File: src/rtl/mdu_ctrl.sv
// mdu_ctrl: RV32M execute-stage sequencer driving an external combinational multiplier.
// Define MDU_DIV_EN to build the 32-step restoring divider; otherwise divide ops return 0.
//
// state | meaning
// IDLE  | waiting for a request, in_ready high
// MUL   | multiplier operands presented, result captured at the end of the cycle
// DIV   | one restoring divide step per cycle, 32 steps
// FIX   | sign correction and quotient/remainder select
// DONE  | result held on out_* until writeback accepts it
module mdu_ctrl #(
    parameter int data_width = 32
) (
    input  logic                  clk,
    input  logic                  rst_n,
    input  logic                  in_valid,
    output logic                  in_ready,
    input  logic [2:0]            in_funct3,
    input  logic [data_width-1:0] in_rs1,
    input  logic [data_width-1:0] in_rs2,
    input  logic [4:0]            in_rd,
    input  logic                  flush,
    output logic [data_width-1:0] mul_a,
    output logic [data_width-1:0] mul_b,
    output logic [1:0]            mul_op,
    input  logic [data_width-1:0] mul_result,
    output logic                  out_valid,
    input  logic                  out_ready,
    output logic [data_width-1:0] out_result,
    output logic [4:0]            out_rd,
    output logic                  busy
);

    localparam int msb = data_width - 1;
    localparam logic [data_width-1:0] min_neg = {1'b1, {(data_width-1){1'b0}}};

    typedef enum logic [2:0] {S_IDLE, S_MUL, S_DIV, S_FIX, S_DONE} state_t;

    state_t                state, state_nxt;
    logic [2:0]            funct3_q;
    logic [1:0]            mul_op_in;
    logic                  accept;
    logic [data_width-1:0] mul_fix;

    assign in_ready  = (state == S_IDLE);
    assign busy      = (state != S_IDLE);
    assign out_valid = (state == S_DONE);
    assign accept    = in_valid && in_ready && !flush;

    // MULHSU runs on the unsigned-high multiplier and corrects for a negative rs1
    assign mul_fix = (funct3_q == 3'b010 && mul_a[msb]) ? mul_result - mul_b : mul_result;

`ifdef MDU_DIV_EN
    logic                  in_signed, div_zero, div_ovf, op_signed;
    logic [4:0]            count;
    logic [data_width-1:0] special_res, dividend_abs, divisor_abs;
    logic [data_width-1:0] rem_q, quo_q, quo_fix, rem_fix;
    logic [data_width:0]   rem_sh, diff;

    assign in_signed    = ~in_funct3[0];
    assign div_zero     = (in_rs2 == '0);
    assign div_ovf      = in_signed && (in_rs1 == min_neg) && (in_rs2 == '1);
    assign special_res  = div_zero ? (in_funct3[1] ? in_rs1 : '1)
                                   : (in_funct3[1] ? '0 : min_neg);
    assign dividend_abs = (in_signed && in_rs1[msb]) ? -in_rs1 : in_rs1;

    assign op_signed   = ~funct3_q[0];
    assign divisor_abs = (op_signed && mul_b[msb]) ? -mul_b : mul_b;
    assign rem_sh      = {rem_q, quo_q[msb]};
    assign diff        = rem_sh - {1'b0, divisor_abs};
    assign quo_fix     = (op_signed && (mul_a[msb] ^ mul_b[msb])) ? -quo_q : quo_q;
    assign rem_fix     = (op_signed && mul_a[msb]) ? -rem_q : rem_q;
`endif

    always_comb begin
        mul_op_in = 2'b00;
        case (in_funct3)
            3'b001:         mul_op_in = 2'b01;
            3'b010, 3'b011: mul_op_in = 2'b11;
            default:        mul_op_in = 2'b00;
        endcase
    end

    always_ff @(posedge clk or negedge rst_n) begin
        if (!rst_n) state <= S_IDLE;
        else        state <= state_nxt;
    end

    always_comb begin
        state_nxt = state;
        case (state)
            S_IDLE: begin
                if (accept) begin
`ifdef MDU_DIV_EN
                    if (!in_funct3[2])          state_nxt = S_MUL;
                    else if (div_zero || div_ovf) state_nxt = S_DONE;
                    else                        state_nxt = S_DIV;
`else
                    state_nxt = S_MUL;
`endif
                end
            end
            S_MUL: state_nxt = S_DONE;
`ifdef MDU_DIV_EN
            S_DIV: if (count == 5'd31) state_nxt = S_FIX;
            S_FIX: state_nxt = S_DONE;
`endif
            S_DONE: if (out_ready) state_nxt = S_IDLE;
            default: state_nxt = S_IDLE;
        endcase
        if (flush) state_nxt = S_IDLE;
    end

    always_ff @(posedge clk or negedge rst_n) begin
        if (!rst_n) begin
            funct3_q   <= 3'b000;
            mul_a      <= '0;
            mul_b      <= '0;
            mul_op     <= 2'b00;
            out_rd     <= 5'd0;
            out_result <= '0;
`ifdef MDU_DIV_EN
            count      <= 5'd0;
            rem_q      <= '0;
            quo_q      <= '0;
`endif
        end else begin
            if (accept) begin
                funct3_q <= in_funct3;
                mul_a    <= in_rs1;
                mul_b    <= in_rs2;
                mul_op   <= mul_op_in;
                out_rd   <= in_rd;
`ifdef MDU_DIV_EN
                count    <= 5'd0;
                rem_q    <= '0;
                quo_q    <= dividend_abs;
                if (in_funct3[2] && (div_zero || div_ovf)) out_result <= special_res;
`endif
            end
            case (state)
                S_MUL: out_result <= funct3_q[2] ? '0 : mul_fix;
`ifdef MDU_DIV_EN
                S_DIV: begin
                    count <= count + 5'd1;
                    if (!diff[data_width]) begin
                        rem_q <= diff[data_width-1:0];
                        quo_q <= {quo_q[msb-1:0], 1'b1};
                    end else begin
                        rem_q <= rem_sh[data_width-1:0];
                        quo_q <= {quo_q[msb-1:0], 1'b0};
                    end
                end
                S_FIX: out_result <= funct3_q[1] ? rem_fix : quo_fix;
`endif
                default: ;
            endcase
        end
    end

endmodule

File: config.mk
export PLATFORM = sky130hd
export DESIGN_NAME = mdu_ctrl
export DESIGN_NICKNAME = d
export VERILOG_FILES = /design/src/rtl/mdu_ctrl.sv
export SDC_FILE = /design/constraint.sdc
export NUM_CORES = 1
export LEC_CHECK = 0
export CORE_AREA = 2 2 126 128
export CTS_CLUSTER_SIZE = 14
export DETAILED_ROUTE_END_ITERATION = 8
export DIE_AREA = 0 0 128 130
export GPL_TIMING_DRIVEN = 0
export HOLD_SLACK_MARGIN = 0.12
export PLACE_DENSITY = 0.71
export SLEW_MARGIN = 0
export SYNTH_ARGS = -nofsm -noshare
export SYNTH_HDL_FRONTEND = slang
export SYNTH_SLANG_ARGS = --single-unit
File: constraint.sdc
create_clock -name clk -period 2.9 [get_ports clk]
set_input_delay 0.29 -clock clk [delete_from_list [all_inputs] [get_ports clk]]
set_output_delay 0.29 -clock clk [all_outputs]
set_load 0.01 [all_outputs]
Yosys cells after proc, flatten, opt, wreduce, memory -nomap -nowiden
Cells that the tools add are included.
- add/subtract/negate cells: 1
- eq/ne operators: 8
- multiplexer cells: 7
- reduce and logical (&&, ||, !) cells: 8
- operator list (kind ; count):
    $mux W32 ; 2
    $sub A32 B32 Y32 ; 1
    $eq A3 B2 Y1 const B ; 3
    $mux W3 ; 3
    $pmux W3 S3 ; 1
    $eq A3 B1 Y1 const B ; 2
    $pmux W2 S2 ; 1
    $eq A3 B3 Y1 const B ; 1
    $logic_and A1 B1 Y1 ; 3
    $logic_not A3 Y1 ; 1
    $ne A3 B1 Y1 const B ; 1
    $ne A3 B2 Y1 const B ; 1
    $reduce_bool A3 Y1 ; 1
    $reduce_and A2 Y1 ; 1
    $reduce_or A2 Y1 ; 1
    $logic_not A1 Y1 ; 1
- flip-flop bits (word level): 109
- input bits: 109
- logic and storage cells: 31

Longest topological paths before layout
Gate-level depths: netlist of run 1.
- depth in word-level cells: 6
- depth in mapped cells: 12

Least setup slack after synthesis of run 1
OpenSTA, ideal clock, no wires.
- path kind: reg2reg
- start point: register mul_b[0]
- end point: register out_result[28]
- library setup time: 132 ps
- data arrival time: 2502 ps
- setup slack: 266 ps
- stages on the path, launching flop included: 12
- buffers on the path: 0
- clock period less this slack: 2634 ps
- cells stage by stage: dfrtp_1 > ha_1 > fa_1 > and2b_1 > o2111ai_1 > a21boi_2 > a31oi_4 > o21ai_2 > a31oi_4 > o21ai_0 > xnor2_1 > o22ai_1
- word-level cells in the longest chain between the ends: 3
- RTL lines (item ; RTL line ; RTL):
    from (decl) ; 23 ; output logic [data_width-1:0] mul_b,
    from (signal assigned) ; 130 ; mul_b <= in_rs2;
    $sub A32 B32 Y32 ; 50 ; assign mul_fix = (funct3_q == 3'b010 && mul_a[msb]) ? mul_result - mul_b : mul_result;
    $mux W32 ; 50 ;
    $mux W32 ; 141 ; S_MUL: out_result <= funct3_q[2] ? '0 : mul_fix;
    to (signal assigned) ; 141 ;
    to (decl) ; 28 ; output logic [data_width-1:0] out_result,
No other way between the ends.
A chain may end at the register's enable or synchronous reset.

Worst setup path after layout of run 1
- start point: input mul_result[0]
- end point: register out_result[24]
- word-level cells in the longest chain between the ends: 3
- RTL lines (item ; RTL line ; RTL):
    from (decl) ; 25 ; input logic [data_width-1:0] mul_result,
    $sub A32 B32 Y32 ; 50 ;
    $mux W32 ; 50 ;
    $mux W32 ; 141 ;
No other way between the ends.

==> impl_metrics.toml, run 1 <==
[run_status]
status = "complete, no violations"

[synth]
yosys_warnings = 0
synth_edf_count = 0
yosys.cell_types.count = 55
postSynthAreaPerCell_um2 = 9.61
synth_top_cell_area_share_pct = 45.2
netlist_instances = 622
netlist_area_um2 = 5980
ys_seq_area_share_pct = 45.2
synth_nets = 763
yosys-top-cells-area = "dfrtp_1 (45%), mux2_2 (8.1%), ha_1 (6.5%), o21ai_0 (5.6%), nand2_1 (4.7%)"
yosys.area.top_type = "dfrtp_1"
synth-async-reset-ratio_pct = 100
ys_ff_latch = 108
synth_ff_type = "dfrtp_1"

[routing]
via_per_inst = 5.22
ant_nets = 0
drt_iter0_markers = 272
dr.pass1.iters = 4
routedWlPerCell_um = 17.3
vias = 5500
drcViolationCount = 0
wirelength_um = 18200

[power]
power_leakage_nw = 3.82
powerDensity_nw_per_um2 = 655
irDropWorstVdd_uv = 471

[floorplan]
ios = 215
start_util_pct = 38.8
rows = 46
die_area_um2 = 16600
die_y_um = 130
coreArea_um2 = 15400
dieWidth_um = 128

[worst_setup_path]
cp_max_fo = 4
endpoint = "out_result[24]"
crit_type = "in2reg"
worstSetupStartpointType = "primary input"
crit_start = "mul_result[0]"
cp.required_ns = 3.12
arrival_ns = 3.02
reg2reg_depth = 12
r2r-end = "out_result[24]"
end_kind = "flip-flop"
r2r-start = "mul_b[0]"
regToRegSetupSlack_ns = 0.12

[clock_tree]
clock_path_buffers = 2
cts.reportedPaths.clkPinSlew_ns = 0.08
numCtsBuffers = 9
cts_tree = "done"
cts_sinks = 108
clockRootBuffer = "clkbuf_16"
htree_levels = 3
clock_latency_ns = 0.36

[final_layout]
multiInputGateArea_um2 = 3070
mostFrequentLayoutCells = "clkdlybuf4s50_1 (213), dfrtp_1 (108), nand2_1 (75)"
antenna_cells = 0
final_util_pct = 57.1
nFillCells = 1410
syn_to_final_growth_pct = 47.2
drive_above_1_share_pct = 9.99
final_common_cell = "clkdlybuf4s50_1"
regArea_um2 = 2700
fin_nets = 997
final_cells = 1053

[run]
drv_cap = 0

[grt]
grt_max_degree = 73
grt-ovfl-total = 0
grt_pass1_wl_um = 28200
antenna_found_initial = 0
track_usage_pct = 21.9
grt_pass1_vias = 5341

[sta]
slew-limit-headroom_pct = 58.1
tightest_slew_ns = 0.629
fmax_mhz = 357
setup_ws_ns = 0.101
hold_viol = 0
post-route-period-util_pct = 96.5
fin_crit_ns = 2.80
rsz0062_at_grt = "yes"
drv_slew = 0
tns_ns = 0
clock_skew_ns = 0.00984
finalSetupViolCount = 0

[placement]
io_buffers = 214
place_ws_ns = -0.407
place.gp.congestion = 0.943
dp_hpwl_um = 13900
dp.cells = 1029

[hold_path]
hold_path.class = "in2async"
==> critical path, cell delays in order <==
cell and delay (ns):
clkdlybuf4s50_1 0.47, inv_1 0.05, ha_1 0.20, fa_2 0.34, and2b_2 0.25, o2111ai_2 0.13, a21boi_2 0.17, buf_4 0.14
a31oi_4 0.12, o21ai_4 0.20, a31oi_4 0.15, o21bai_1 0.21, xnor2_1 0.17, o22ai_1 0.11
==> cell usage after synthesis, types with 3 or more instances <==
library cell and count:
o21ai_0 67, a22o_1 6, clkbuf_1 25, and3_1 4
xnor2_1 12, o211ai_1 3, a31oi_1 7, ha_1 31
nor2_1 35, nor2b_1 3, o31ai_1 3, nand3_1 12
a21oi_1 43, a21o_1 26, nand2b_1 11, o21bai_1 3
dfrtp_1 108, nand2_1 75, mux2_2 43, inv_1 40
xor2_1 11, or3_1 3, nand4_1 5, nor3_1 4
==> cell type report <==
type                    instances  share of cell area (%)
multi-input cells             447                    34.9
flip-flops and latches        108                    30.7
repair buffers                223                    25.4
well taps                     192                    2.73
clock buffers                   9                    2.56
inverters                      40                    1.71
plain buffers                  27                    1.19
clock inverters                 7                   0.796
==> layer usage <==
| layer | wire, µm | up-vias | global-route usage [%] |
|---|---|---|---|
| met5 | 0 | - | 0 |
| met1 | 8280 | 2615 | 29.3 |
| met2 | 8220 | 199 | 34.6 |
| li1 | - | 2665 | - |
| met4 | 341 | 0 | 7.24 |
| met3 | 1380 | 21 | 6.11 |
==> worst min-delay path by stage <==
stage,depth (start not counted),endpoint,start,slack [ns]
after floorplan,0,funct3_q[0],rst_n,-0.006
after global placement,2,out_result[20],out_result[20],0.46
after detailed placement,1,out_result[15],rst_n,0.22
after CTS,2,out_result[15],rst_n,0.41
after global routing,2,out_result[26],rst_n,0.45
final,2,out_result[17],rst_n,0.40
==> stage by stage <==
| stage | cell area (µm²) | hold WS (ns) | power (mW) |
|---|---|---|---|
| after floorplan | 5980 | -0.00559 | 3.30 |
| after global placement | 8360 | 0.463 | 4.43 |
| after detailed placement | 8390 | 0.216 | 4.46 |
| after CTS | 8710 | 0.408 | 5.73 |
| after global routing | 8800 | 0.455 | 6.10 |
| final | 8800 | 0.401 | 5.76 |
==> cells by family after synthesis <==
family | synth area share, %
DFF | 45.2
AOI/OAI and AO/OA | 20.1
adders and majority gates | 6.82
buffers and inverters | 4.27
xor gates and xnor gates | 3.37
muxes | 8.27
and+or+nand+nor | 12.0
==> state kept, by name (all words and copies together), names as in the netlist <==
register	count
out_result	32
mul_a	32
state	2
mul_b	32
funct3_q	3
mul_op	2
out_rd	5
==> repair_timing <==
action,in CTS,in global routing
hold buffers,1,0
resized for setup,0,10
pin swaps,1,7
endpoints found under the setup margin,2,37
cloned,0,0
hold endpoints to repair,36,0
setup buffers,2,5
==> power breakdown <==
part | internal (mW) | switching [mW]
Clock | 0.611 | 0.643
Combinational | 1.31 | 1.20
Sequential | 1.82 | 0.182
(Power assumes the default switching activity.)
==> run 2, diff against run 1 <==
--- a/config.mk
+++ b/config.mk
@@ -5,10 +5,10 @@
 export SDC_FILE = /design/constraint.sdc
 export NUM_CORES = 1
 export LEC_CHECK = 0
-export CORE_AREA = 2 2 126 128
+export CORE_AREA = 4 4 128 130
 export CTS_CLUSTER_SIZE = 14
 export DETAILED_ROUTE_END_ITERATION = 8
-export DIE_AREA = 0 0 128 130
+export DIE_AREA = 0 0 132 134
 export GPL_TIMING_DRIVEN = 0
 export HOLD_SLACK_MARGIN = 0.12
 export PLACE_DENSITY = 0.71
==> constraint.sdc (replaced) <==
create_clock -name clk -period 3.04 [get_ports clk]
set_input_delay 0.304 -clock clk [delete_from_list [all_inputs] [get_ports clk]]
set_output_delay 0.304 -clock clk [all_outputs]
set_load 0.01 [all_outputs]
==> impl_metrics.toml, run 2 (same netlist as run 1, synthesis figures left out) <==
[run_status]
status = "complete, no violations"

[grt]
grt_pass1_wl_um = 29400
grt_pass1_vias = 5577
track_usage_pct = 20.8
antenna_found_initial = 0
met3_usage_pct = 6.83
grt-ovfl-total = 0
grtUsageMet2_pct = 34.3
grt_max_degree = 77
grt.busiest_layer = "met2"
use_met1_pct = 26.7

[routing]
via_per_inst = 5.19
ant_nets = 0
drt_iter0_markers = 274
dr.pass1.iters = 4
wirelength_um = 18500
routedWlPerCell_um = 17.7
drcViolationCount = 0
vias = 5417

[power]
p_total_mw = 5.39
powerDensity_nw_per_um2 = 620
power_leakage_nw = 3.78
irDropWorstVdd_uv = 315

[sta]
finalSetupViolCount = 0
rsz0062_at_grt = "yes"
tns_ns = 0
clock_skew_ns = 0.00871
fmax_mhz = 344
hold_viol = 0
post-route-period-util_pct = 95.6
fin_crit_ns = 2.90
drv_slew = 0
slew-limit-headroom_pct = 56.6
tightest_slew_ns = 0.650

[final_layout]
mostFrequentLayoutCells = "clkdlybuf4s50_1 (213), dfrtp_1 (108), nand2_1 (75)"
fin_nets = 991
final_common_cell = "clkdlybuf4s50_1"
antenna_cells = 0
drive_above_1_share_pct = 8.77
syn_to_final_growth_pct = 45.6
reg_top3 = "mul_a (32), mul_b (32), out_result (32)"
nFillCells = 1372

[clock_tree]
clock_latency_ns = 0.35
cts_tree = "done"
cts.reportedPaths.clkPinSlew_ns = 0.08
clock_path_buffers = 2
cts_sinks = 108
numCtsBuffers = 9
htree_levels = 3
clockRootBuffer = "clkbuf_16"

[run]
drv_cap = 0

[floorplan]
dieWidth_um = 132
ios = 215
rows = 45
start_util_pct = 39.5
die_y_um = 134
die_area_um2 = 17700
coreArea_um2 = 15100

[worst_setup_path]
r2r-start = "mul_b[0]"
regToRegSetupSlack_ns = 0.17
reg2reg_depth = 12
end_kind = "flip-flop"
worstSetupStartpointType = "primary input"
crit_type = "in2reg"
arrival_ns = 3.15
cp_max_fo = 3
r2r-end = "out_result[18]"
cp.required_ns = 3.28

[placement]
dp_hpwl_um = 14400
place.gp.congestion = 0.883
io_buffers = 214

[hold_path]
hold_path.class = "in2async"
## run 2: per-layer routing
metal	vias to the layer above	share of wire, %
li1	2637	-
met2	175	46
met1	2593	43
met5	-	0
met3	12	9.1
met4	0	1.0
## run 2: worst max-delay path by stage
stage / startpoint / to / depth (start not counted)
after floorplan: mul_b[0] / out_result[28] / 11
after global placement: rst_n / mul_a[6] / 1
after detailed placement: mul_result[0] / out_result[28] / 13
after CTS: state[0] / mul_b[11] / 7
after global routing: mul_result[0] / out_result[18] / 14
final: mul_result[0] / out_result[18] / 14
## run 2: stage by stage
stage	util (%)	hold slack (ns)	setup WS, ns	std cells	cell area [µm²]
floorplan	-	0.00841	0.406	622	5980
global placement	55.2	0.463	-2.70	1024	8360
detailed placement	55.4	0.217	-0.269	1025	8390
CTS	57.3	0.401	0.0328	1042	8680
global route	57.5	0.432	-0.0272	1043	8700
finish	57.5	0.395	0.135	1043	8700
## run 2: area by class of cell
cell class	count	area (µm²)	area share, %
multi-input combinational	447	3040	34.9
sequential	108	2700	31.1
timing repair buffer	217	2190	25.1
clock buffer	10	239	2.75
tap	188	235	2.70
inverter	40	150	1.73
buffer	27	105	1.21
clock inverter	6	45.0	0.518
## run 2: power by group
group	total (mW)	switching (mW)	internal (mW)
logic	2.33	1.12	1.21
registers	1.92	0.174	1.74
clock network	1.15	0.563	0.587
## run 2: worst max-delay path, stage by stage
cell	delay (ns)
clkdlybuf4s50_1	0.48
inv_1	0.04
ha_1	0.19
fa_1	0.38
and2b_1	0.25
o2111ai_1	0.16
a21boi_2	0.24
buf_4	0.16
o41ai_4	0.09
o21ai_2	0.28
a21boi_2	0.11
xor2_1	0.14
o21ai_0	0.10
a22o_1	0.20
## run 2: timing repair
action / 4_1_cts / 5_1_grt
setup buffers: 0 / 1
gates resized for setup: 0 / 3
hold buffers: 1 / 0
endpoints found under the setup margin: 0 / 33
endpoints found under the hold margin: 32 / 0
